## config.mk

```make
export PLATFORM = sky130hd
export DESIGN_NAME = key_dir_ctrl
export DESIGN_NICKNAME = d
export VERILOG_FILES = /design/src/rtl/key_dir_ctrl.sv
export SDC_FILE = /design/constraint.sdc
export NUM_CORES = 1
export LEC_CHECK = 0
export ABC_AREA = 1
export CORE_MARGIN = 5
export CORE_UTILIZATION = 56
export CTS_CLUSTER_DIAMETER = 120
export CTS_CLUSTER_SIZE = 8
export DETAILED_ROUTE_END_ITERATION = 6
export GPL_TIMING_DRIVEN = 0
export PLACE_DENSITY = 0.76
export SYNTH_ARGS = -nofsm -noshare
export SYNTH_HDL_FRONTEND = slang
export SYNTH_SLANG_ARGS = --single-unit
export TNS_END_PERCENT = 20
```

## constraint.sdc

```tcl
create_clock -name clk -period 2.15 [get_ports clk]
set_clock_uncertainty 0.05 [all_clocks]
set_input_delay 0.215 -clock clk [delete_from_list [all_inputs] [get_ports clk]]
set_output_delay 0.215 -clock clk [all_outputs]
set_load 0.005 [all_outputs]
```

## src/rtl/key_dir_ctrl.sv

```systemverilog
// key_dir_ctrl: debounced direction/speed keys driving a rotating-LED step strobe.
// Ports: clk, rst (async, active-high), key_dir_n/key_spd_n (active-low async keys),
//        sentido (1 = toward index 0), step (one-cycle strobe), spd (speed 0..3).
// Optional macro KEY_DIR_CTRL_AUTOREV_EN: flip sentido after every 10th step.
module key_dir_ctrl #(
  parameter int DEB_CYCLES = 1_000_000,
  parameter int STEP_BASE  = 25_000_000
) (
  input  logic       clk,
  input  logic       rst,
  input  logic       key_dir_n,
  input  logic       key_spd_n,
  output logic       sentido,
  output logic       step,
  output logic [1:0] spd
);
  localparam int SW = $clog2(STEP_BASE);
  localparam int DW = $clog2(DEB_CYCLES) + 1;
  typedef enum logic [1:0] {IDLE, PRESS_CHK, PRESSED, REL_CHK} deb_t;
  logic [1:0] key_n, sync1_q, sync1_d, sync2_q, sync2_d, press;
  assign key_n = {key_spd_n, key_dir_n};
  always_comb begin
    sync1_d = key_n;
    sync2_d = sync1_q;
  end
  always_ff @(posedge clk or posedge rst)
    if (rst) begin
      sync1_q <= '1;
      sync2_q <= '1;
    end else begin
      sync1_q <= sync1_d;
      sync2_q <= sync2_d;
    end
  for (genvar k = 0; k < 2; k++) begin : g_deb
    deb_t state_q, state_d;
    logic [DW-1:0] cnt_q, cnt_d;
    logic low, done, ev;
    assign low  = ~sync2_q[k];
    assign done = cnt_q == DW'(DEB_CYCLES - 1);
    always_ff @(posedge clk or posedge rst)
      if (rst) begin
        state_q <= IDLE;
        cnt_q   <= '0;
      end else begin
        state_q <= state_d;
        cnt_q   <= cnt_d;
      end
    always_comb begin
      state_d = state_q;
      case (state_q)
        IDLE:      state_d = low ? PRESS_CHK : IDLE;
        PRESS_CHK: state_d = !low ? IDLE : done ? PRESSED : PRESS_CHK;
        PRESSED:   state_d = low ? PRESSED : REL_CHK;
        REL_CHK:   state_d = low ? PRESSED : done ? IDLE : REL_CHK;
        default:   state_d = IDLE;
      endcase
      // any transition restarts the count, so a bounce costs a full DEB_CYCLES again
      cnt_d = (state_d != state_q || state_q == IDLE || state_q == PRESSED) ? '0 : cnt_q + 1'b1;
    end
    always_comb ev = state_q == PRESS_CHK && state_d == PRESSED;
    assign press[k] = ev;
  end
  logic [SW-1:0] cnt_q, cnt_d;
  logic [1:0]    spd_q, spd_d;
  logic          sentido_q, sentido_d;
  logic [31:0]   per_m1;
`ifdef KEY_DIR_CTRL_AUTOREV_EN
  logic [3:0] tally_q, tally_d;
  logic       tenth;
`endif
  always_comb begin
    per_m1 = (32'(STEP_BASE) >> spd_q) - 32'd1;
    step   = 32'(cnt_q) == per_m1;
    cnt_d  = (press[1] | step) ? '0 : cnt_q + 1'b1;
    spd_d  = spd_q + 2'(press[1]);
`ifdef KEY_DIR_CTRL_AUTOREV_EN
    tenth     = step && tally_q == 4'd9;
    tally_d   = (press[0] | tenth) ? '0 : tally_q + 4'(step);
    sentido_d = sentido_q ^ (press[0] | tenth);
`else
    sentido_d = sentido_q ^ press[0];
`endif
  end
  always_ff @(posedge clk or posedge rst)
    if (rst) begin
      cnt_q     <= '0;
      spd_q     <= '0;
      sentido_q <= 1'b0;
`ifdef KEY_DIR_CTRL_AUTOREV_EN
      tally_q   <= '0;
`endif
    end else begin
      cnt_q     <= cnt_d;
      spd_q     <= spd_d;
      sentido_q <= sentido_d;
`ifdef KEY_DIR_CTRL_AUTOREV_EN
      tally_q   <= tally_d;
`endif
    end
  assign sentido = sentido_q;
  assign spd     = spd_q;
endmodule

```

==> results.toml <==
[worst_setup_path]
cp_slowest_cell = "dfrtp_1"
start_kind = "flop"
cp_top_family = "simple AND/OR/NAND/NOR gates"
worst_path_largest_cell_delay_ps = 510
cp_cell_sequence = "nand2_4, ha_4, nand2_2, inv_1, nor2_1, nand2_1, nor2_1, nand2_1, nor2_2, nand2_2, inv_1, buf_2"
worst_ep_arrival_time_ps = 1930
endpoint_kind = "output pin"
cp_num_buf_inv = 3
critPathMaxFanout = 5
path_class = "flop to output pin"
crit_required_ps = 1880

[placed_design]
dp_cells = 680
dpl.hpwl_microns = 6700
numPortBuffers = 7
globalplace.congestion = 0.908
place_area_sq_um = 4570

[die]
fp.dieW_microns = 97.9
die_h_microns = 97.9
dieArea_sq_um = 9580
core_area_sq_um = 7610
io_pins = 8
fp-row-count = 32
start_util_pct = 56.9

[synth]
ys_warn_count = 0
synth.mux.area_fraction_pct = 0
synthAdderAreaFrac_pct = 1.45
async_reset_ff_share_pct = 100
synth-simple-area-share_pct = 34.2
synth_top_family_by_area = "simple AND/OR/NAND/NOR gates"
synth-xor-area-share_pct = 8.50
synth_edf_count = 0
syn_avg_cell_area_sq_um = 7.60
synth-compound-area-share_pct = 3.41
syn_nets = 578
ys.flop_type = "dfrtp_1"
synth.ff_latch_count = 78
syn_area_sq_um = 4330
yosysSeqAreaShare_pct = 45.2
synthCells = 569
synth_cell_type_count = 31

[pwr]
p_leak_nw = 2.14
power_per_cell_area_nw_per_um2 = 557
irDropWorstVdd_mv = 0.372

[timing]
drv_slew = 0
tightestPinTransition_ps = 402
setup_viol = 1
hold_viol = 0
rsz0062_at_grt = "true"
fin_crit_sh_pct = 102
fmax_mhz = 455
tns_ps = -48.4
whs_ps = 152
layout_setup_ws_ps = -48.4
period_minus_slack_ps = 2200
maxSlewHeadroom_pct = 73.1

[final_layout]
num_antenna_cells = 0
syn_to_final_growth_pct = 14.9
fin_util_pct = 65.3
fin_nets = 612
stdcell_count = 710
drive_gt1_share_pct = 10.4
design_area_sq_um = 4970

[global_route]
grt_antenna_before_repair = 0
grt-ovfl-total = 0
grt_pass1_wl_microns = 16900
grt_max_degree = 35
grt_pass1_vias = 3878
grt_use_total_pct = 21.1

[routing]
dr.first_iter.drc_count = 315
wire_per_inst_microns = 13.0
drtPass1Iterations = 5
ant_nets = 0
drc = 0
viasPerCell = 5.26
wirelength_microns = 9240
vias = 3734

[cts]
clk_path_buf_depth = 2
numCtsBuffers = 9
cts.sink_count = 78
clk_latency_ps = 340
ctsRootBufferMaster = "clkbuf_8"
path_clk_slew_ps = 80
cts_tree = "done"
cts_max_level = 3

[outcome]
run_status = "complete, but fails checks"
violations = "setup timing"

[worst_hold_path]
hold_class = "input port to async pin"

[run]
max_cap_violations = 0
## repair_timing
item / in CTS / in global routing
gates resized for setup: 18 / 3
cloned: 1 / 0
pin swaps: 4 / 4
hold buffers: 0 / 0
buffers inserted: 9 / 5
setup endpoints to repair: 21 / 26
## cell usage after synthesis, types with 2 or more instances
| master | number | area share, % |
|---|---|---|
| a31oi_1 | 5 | 0.72 |
| buf_2 | 3 | 0.35 |
| nand4_1 | 16 | 2.3 |
| nor3b_1 | 2 | 0.35 |
| nor2_4 | 2 | 0.52 |
| dfrtp_1 | 74 | 43 |
| ha_1 | 5 | 1.4 |
| o21ai_0 | 4 | 0.46 |
| nor3_1 | 31 | 3.6 |
| buf_6 | 3 | 0.78 |
| dfstp_2 | 4 | 2.4 |
| nor2_2 | 2 | 0.29 |
| nand2_2 | 5 | 0.72 |
| o21bai_1 | 3 | 0.52 |
| nor2_1 | 131 | 11 |
| inv_1 | 65 | 5.6 |
| xor2_1 | 34 | 6.9 |
| nand3b_1 | 3 | 0.52 |
| nand3_1 | 35 | 4.0 |
| nand2_1 | 115 | 10 |
| xnor2_1 | 8 | 1.6 |
| a21oi_1 | 10 | 1.2 |
## layout by cell type, fill, tap and decap left out, types with 5 or more instances in the layout
cell type and count:
dfrtp_1 74, clkdlybuf4s50_1 6, inv_1 63, nand4_1 16, a21oi_1 10, buf_4 13, nand2_1 113, nor2_1 130
nor3_1 31, clkbuf_8 9, a31oi_1 5, nand3_1 35, xnor2_1 8, xor2_1 34, nand2_2 5
## path summary, 6_finish.rpt
| check | from | to | slack, ps | cells past startpoint |
|---|---|---|---|---|
| min | rst | g_deb[1].cnt_q[19]$_DFF_PP0_ | 150 | 2 |
| min reg2reg | sync1_q[1]$_DFF_PP1_ | sync2_q[1]$_DFF_PP1_ | 310 | 0 |
| min in group clk | key_spd_n | sync1_q[1]$_DFF_PP1_ | 220 | 1 |
| max in group asynchronous | rst | cnt_q[7]$_DFF_PP0_ | 1180 | 4 |
| max reg2reg | spd[1]$_DFF_PP0_ | cnt_q[5]$_DFF_PP0_ | 60 | 15 |
| max | spd[1]$_DFF_PP0_ | step | -50 | 12 |
## report_power, final
group / switching, W / leakage [nW] / internal [W] / total, W
Clock: 0.000554 / 0.109 / 0.000657 / 0.00121
Sequential: 0.00000838 / 1.06 / 0.00148 / 0.00149
Combinational: 0.0000517 / 0.972 / 0.0000216 / 0.0000733
Total: 0.000615 / 2.14 / 0.00216 / 0.00277
## logic make-up after synthesis
logic type	after synthesis
buffers and inverters	74
and+or+nand+nor	345
DFF	78
xor gates and xnor gates	42
AOI/OAI and AO/OA	25
adders and majority gates	5
## worst reg2reg max path, delay by kind of cell, from the launching register on
kind	cells	cell delay [ps]
flops	1	510
buf+inv	4	390
simple gates	10	770
fa+ha+maj	1	260
## routing by layer
metal  routed length (microns)  GRT usage, %  vias up
met3                       377          3.71       14
met4                       153          7.14        0
met5                         0             0        -
met1                      4170          27.2     1767
met2                      4540          36.0       86
li1                          -             -     1867
## registers in the layout (all words and copies together) (netlist names)
name           count
cnt_q             25
sync2_q            2
g_deb.cnt_q       42
sentido            1
g_deb.state_q      4
sync1_q            2
spd                2
## final cells by class
class / count / area [sq um]
clock buffers: 9 / 124
plain buffers: 8 / 75.1
clock inverters: 7 / 98.8
flip-flops and latches: 78 / 1960
multi-input cells: 417 / 2100
fillers: 666 / 2640
repair buffers: 23 / 234
inverters: 66 / 256
well taps: 102 / 128
## through the flow
step                      total power, W  worst slack, ps
after floorplan                  0.00156              202
after global placement           0.00158             -371
after detailed placement         0.00159             -429
after CTS                        0.00281             -161
after global routing             0.00290             -139
final                            0.00277            -48.4
No activity file was read; power rests on OpenSTA's default activity.
